$ cat src/rtl/fetch_queue.sv
// Purpose: instruction fetch unit with a small in-order queue of {pc, instr} entries.
// Latency: a response enters the queue on data_ok and is visible on out_* the next cycle.
// Backpressure: out_valid/out_ready handshake; no new fetch is issued while the queue is full.
//
// Ports:
//   clk, rst           clock, synchronous active-low reset
//   ireq / iresp       instruction bus request (valid, addr) and response (data_ok, data[31:0])
//   redir_valid/_pc    one-cycle redirect strobe and target from branch resolution
//   out_valid/_ready   head-of-queue handshake; out_pc / out_instr carry the head entry
//   occupancy          current entry count
//   drop_cnt           saturating count of responses discarded because of a redirect

package fetch_queue_pkg;

    typedef struct packed {
        logic        valid;
        logic [63:0] addr;
        logic [1:0]  size;
        logic        wr;
    } ibus_req_t;

    typedef struct packed {
        logic        data_ok;
        logic        err;
        logic [63:0] data;
    } ibus_resp_t;

endpackage

module fetch_queue
    import fetch_queue_pkg::*;
#(
    parameter int          DEPTH    = 4,
    parameter logic [63:0] RESET_PC = 64'h8000_0000
) (
    input  logic                       clk,
    input  logic                       rst,
    output ibus_req_t                  ireq,
    input  ibus_resp_t                 iresp,
    input  logic                       redir_valid,
    input  logic [63:0]                redir_pc,
    output logic                       out_valid,
    input  logic                       out_ready,
    output logic [63:0]                out_pc,
    output logic [31:0]                out_instr,
    output logic [$clog2(DEPTH):0]     occupancy,
    output logic [31:0]                drop_cnt
);

    localparam int AW = $clog2(DEPTH);
    localparam int CW = AW + 1;

    typedef enum logic [1:0] {
        IDLE = 2'd0,
        REQ  = 2'd1,
        DROP = 2'd2
    } state_t;

    state_t        r_state;
    state_t        w_state_nxt;

    logic [63:0]   r_fpc;
    logic [63:0]   w_fpc_nxt;
    // Address of the request in flight; stays put in DROP even though fpc has moved on.
    logic [63:0]   r_req_addr;

    logic [63:0]   r_pc_mem    [DEPTH];
    logic [31:0]   r_instr_mem [DEPTH];
    logic [AW-1:0] r_head;
    logic [AW-1:0] r_tail;
    logic [CW-1:0] r_count;
    logic [31:0]   r_drop_cnt;

    logic          w_push;
    logic          w_pop;
    logic          w_drop;
    logic          w_issue;
    logic          w_has_room;
    logic          w_empty;

    // Only data_ok and the low instruction word of the response are consumed.
    logic          w_unused_resp;
    assign w_unused_resp = ^{iresp.err, iresp.data[63:32]};

    assign w_empty    = (r_count == '0);
    assign w_has_room = (r_count < CW'(DEPTH));
    // A redirect flushes the queue, so a pop in the same cycle is meaningless.
    assign w_pop      = !w_empty && out_ready && !redir_valid;

    // ------------------------------------------------------------------
    // Fetch FSM: next state, next fetch PC, push/drop/issue strobes
    // ------------------------------------------------------------------
    always_comb begin
        w_state_nxt = r_state;
        w_fpc_nxt   = r_fpc;
        w_push      = 1'b0;
        w_drop      = 1'b0;
        w_issue     = 1'b0;

        case (r_state)
            IDLE: begin
                if (redir_valid) begin
                    w_fpc_nxt = redir_pc;
                end else if (w_has_room) begin
                    w_issue     = 1'b1;
                    w_state_nxt = REQ;
                end
            end

            REQ: begin
                if (iresp.data_ok) begin
                    w_state_nxt = IDLE;
                    if (redir_valid) begin
                        // Response belongs to the old path: discard it.
                        w_drop    = 1'b1;
                        w_fpc_nxt = redir_pc;
                    end else begin
                        w_push    = 1'b1;
                        w_fpc_nxt = r_fpc + 64'd4;
                    end
                end else if (redir_valid) begin
                    // Bus request cannot be withdrawn; wait for it and throw it away.
                    w_state_nxt = DROP;
                    w_fpc_nxt   = redir_pc;
                end
            end

            DROP: begin
                if (iresp.data_ok) begin
                    w_drop      = 1'b1;
                    w_state_nxt = IDLE;
                end
                if (redir_valid) begin
                    w_fpc_nxt = redir_pc;
                end
            end

            default: begin
                w_state_nxt = IDLE;
            end
        endcase
    end

    always_ff @(posedge clk) begin
        if (!rst) begin
            r_state    <= IDLE;
            r_fpc      <= RESET_PC;
            r_req_addr <= '0;
            r_head     <= '0;
            r_tail     <= '0;
            r_count    <= '0;
            r_drop_cnt <= '0;
        end else begin
            r_state <= w_state_nxt;
            r_fpc   <= w_fpc_nxt;

            if (w_issue) begin
                r_req_addr <= r_fpc;
            end

            if (redir_valid) begin
                r_head  <= '0;
                r_tail  <= '0;
                r_count <= '0;
            end else begin
                if (w_push) begin
                    r_tail <= r_tail + AW'(1);
                end
                if (w_pop) begin
                    r_head <= r_head + AW'(1);
                end
                case ({w_push, w_pop})
                    2'b10:   r_count <= r_count + CW'(1);
                    2'b01:   r_count <= r_count - CW'(1);
                    default: r_count <= r_count;
                endcase
            end

            if (w_drop && (r_drop_cnt != 32'hFFFF_FFFF)) begin
                r_drop_cnt <= r_drop_cnt + 32'd1;
            end
        end
    end

    // Entry storage needs no reset: it is only observed through out_valid.
    always_ff @(posedge clk) begin
        if (w_push) begin
            r_pc_mem[r_tail]    <= r_req_addr;
            r_instr_mem[r_tail] <= iresp.data[31:0];
        end
    end

    // ------------------------------------------------------------------
    // Outputs
    // ------------------------------------------------------------------
    always_comb begin
        ireq       = '0;
        ireq.valid = (r_state != IDLE);
        ireq.addr  = (r_state != IDLE) ? r_req_addr : 64'd0;
    end

    assign out_valid = !w_empty;
    assign out_pc    = w_empty ? 64'd0 : r_pc_mem[r_head];
    assign out_instr = w_empty ? 32'd0 : r_instr_mem[r_head];
    assign occupancy = r_count;
    assign drop_cnt  = r_drop_cnt;

endmodule

$ cat config.mk
export PLATFORM = sky130hd
export DESIGN_NAME = fetch_queue
export DESIGN_NICKNAME = d
export VERILOG_FILES = /design/src/rtl/fetch_queue.sv
export SDC_FILE = /design/constraint.sdc
export NUM_CORES = 1
export LEC_CHECK = 0
export ABC_CLOCK_PERIOD_IN_PS = 4650
export BUFFER_PORTS_ARGS = -buffer_cell sky130_fd_sc_hd__buf_4
export CORE_MARGIN = 2
export CORE_UTILIZATION = 45
export CTS_CLUSTER_SIZE = 10
export DETAILED_ROUTE_END_ITERATION = 8
export GPL_TIMING_DRIVEN = 0
export PLACE_DENSITY = 0.65
export REMOVE_ABC_BUFFERS = 1
export SLEW_MARGIN = 10
export SYNTH_ARGS = -nofsm -noshare
export SYNTH_HDL_FRONTEND = slang
export SYNTH_SLANG_ARGS = --single-unit
$ cat constraint.sdc
create_clock -name clk -period 4.65 [get_ports clk]
set_clock_uncertainty 0.05 [all_clocks]
set_input_delay 0.2325 -clock clk [delete_from_list [all_inputs] [get_ports clk]]
set_output_delay 0.2325 -clock clk [all_outputs]
set_load 0.01 [all_outputs]
==> reports/results.ini <==
[logic_synthesis]
synth_area_leaders=edfxtp_1, dfxtp_1, mux4_2
synth-warning-count=0
ys_types=72
synth.avg_cell_area_um2=13.1
synth_ff_type=edfxtp_1
synth_top_area_share_pct=49.5
synth_top_area_cell=edfxtp_1
yosysSeqAreaShare_pct=64.1
ys_ff_latch=555
synth_commonest_cells=edfxtp_1, nand2_1, dfxtp_1
synth_edf_count=384
async_flop_share_pct=0
synth_cells=1779
netlist_area_um2=23300
synth.most_common_cell=edfxtp_1

[global_route]
grtUsageTotal_pct=22.6
grt_pass1_vias=16000
antenna_found_initial=9
grt_max_degree=83
grt_pass1_wl_um=93300
grt_overflow=0

[clock_network]
clk_latency_ps=580
clkSlewWorstSetupHoldPaths_ps=60
postCtsSetupBuffers=0
cts-root-buf=clkbuf_16
cts_buffer_depth=3
cts_resized=0
cts_hold_buf=90
cts_max_level=3
clkSinkCount=555
cts_tree=yes
numCtsBuffers=66

[timing]
slew_headroom_pct=22.3
drv_slew=0
final-hold-violation-count=0
fin_ws_ps=887
rsz0062_at_grt=no
worst_pin_slew_ps=1150
finalSetupViolCount=0
min_period_ps=3760
post-route-period-util_pct=80.9
max_freq_mhz=266

[layout]
finalNetCount=2287
area_delta_synth_final_pct=25.9
fillers=4242
fin_area_um2=29400
drive_gt1_share_pct=23.8
ff_latch_area_um2=15000
multiInputGateArea_um2=7900

[worst_setup_path]
reg2reg_setup_slack_ps=890
crit_arrival_ps=4140
timing.rr.start=r_state[0]
rr_endpoint=r_fpc[47]
critPathCaptureType=flop
criticalPathCategory=reg -> reg
rr_worst_depth=9
critPathRequiredTime_ps=5030
cp_slowest_cell=nor4_1
worstPathCellList=inv_1, ha_4, buf_16, or3b_1, or2_2, nor4_1, nand4_1, mux2i_1, a21oi_1
max_stage_delay_ps=700
cp_max_fo=41
critical_path.startpoint_type=flop

[job]
drv_cap=0

[floorplan]
initial_core_util_pct=45.5
fp.dieW_um=232
coreArea_um2=51300
dieArea_um2=53700
rows=83
pin_count=334
die_y_um=232

[power]
power_density_nw_per_um2=366
p_leak_nw=9.83
vdd_ir_drop_max_uv=203
power.total_mw=10.7

[placed_design]
place.gp.congestion=0.820
placed_area_um2=26500
pre_cts_slack_ps=877
dp_hpwl_um=38200
io_buffers=297

[min_path]
hold_depth=4
holdPathEnd=r_fpc[44]
hold_path_class=in -> reg
hp-start=redir_pc[44]

[route]
routed_wl_um=60800
dr_total_vias=16000
drtIter0Drc=1221
postRouteAntennaNets=0
vias_per_cell=5.55
drc_errors=0
wire_per_inst_um=21.1
first_pass_iters=5

[outcome]
outcome=complete, no violations

cell usage in the layout, fill, tap and decap left out, types with 4 or more instances in the layout:
cell type and n:
or4_1 9, and3_4 4, buf_16 10, ha_1 9
inv_1 18, nor2_1 105, o211ai_1 5, a211oi_1 5
o221a_2 4, nor4_1 13, nand2_1 183, a21oi_1 119
nand3_1 41, xor2_1 17, edfxtp_1 384, mux4_2 96
buf_12 7, and2_1 99, or3_1 18, a22o_1 7
clkbuf_1 45, mux2i_1 16, buf_4 301, a22oi_1 27
and3_1 10, xnor2_1 12, dlygate4sd3_1 90, nor3_1 27
and4_1 10, nand4_1 37, a31oi_1 18, nor2b_1 69
clkbuf_16 69, o22ai_1 14, o21ai_0 45, dfxtp_1 169
final cells by class:
class,instances,share of cell area (%)
Inverter,21,0.290
Antenna cell,3,0.0256
Tap cell,680,2.90
Sequential cell,555,50.9
Timing Repair Buffer,411,12.3
Multi-Input combinational cell,1086,26.9
Clock buffer,116,6.55
Clock inverter,4,0.0895
stage by stage:
| step | utilization [%] | TNS, ps | std cells | hold slack [ps] |
|---|---|---|---|---|
| finish | 57.2 | 0 | 2876 | 42.0 |
| global route | 57.2 | 0 | 2874 | 42.1 |
| CTS | 57.2 | 0 | 2873 | 11.0 |
| detailed placement | 51.7 | 0 | 2663 | 386 |
| global placement | 50.6 | -1154510 | 2639 | 383 |
| floorplan | - | -111580 | 1662 | 281 |
critical path: cells and delay by family (launching register included):
| kind | cells | cell delay [ps] |
|---|---|---|
| multiplexers | 1 | 180 |
| adder cells (fa/ha/maj) | 1 | 320 |
| AO/OA/AOI/OAI | 1 | 70 |
| buffers and inverters | 2 | 400 |
| AND/OR/NAND/NOR | 4 | 2130 |
| flip-flops | 1 | 430 |
registers in the layout (all words and copies together), names as in the netlist, named ones only:
signal and cells:
r_head 2, r_tail 2, drop_cnt 32, r_fpc 64
r_pc_mem 256, r_req_addr 64, r_state 2, occupancy 3
r_instr_mem 128
cells by family after synthesis:
logic type,after synthesis,share of synthesized area (%)
DFF,555,64.1
and+or+nand+nor,652,14.5
other,1,0.0161
AOI/OAI and AO/OA,277,7.27
muxes,113,10.0
adders and majority gates,12,0.676
xor gates and xnor gates,29,1.09
buffers and inverters,140,2.34
power breakdown:
group | internal, mW | total [mW] | leakage [nW] | switching, mW
Sequential | 5.36 | 5.46 | 4.61 | 0.104
Combinational | 0.276 | 0.599 | 4.28 | 0.324
Clock | 2.79 | 4.68 | 0.932 | 1.89
Total | 8.42 | 10.7 | 9.83 | 2.32
routing by layer:
metal	global-route usage, %	vias to the layer above	wire, um
met1	30.2	8035	26300
met2	37.5	452	29500
met5	0	-	102
met4	5.63	16	854
met3	5.22	69	4030
li1	-	7402	-
how the worst max path moves through the flow:
stage | startpoint | end | slack (ps) | depth (start not counted)
2_1_floorplan | r_state[0] | r_req_addr[0] | -1010 | 6
3_3_place_gp | r_state[0] | r_req_addr[63] | -6130 | 6
3_5_place_dp | r_state[0] | r_fpc[47] | 880 | 9
4_1_cts | r_state[0] | r_fpc[47] | 870 | 9
5_1_grt | r_state[0] | r_fpc[47] | 670 | 9
6_report | r_state[0] | r_fpc[47] | 890 | 9
Note: power is estimated with default switching activity, not from simulation.
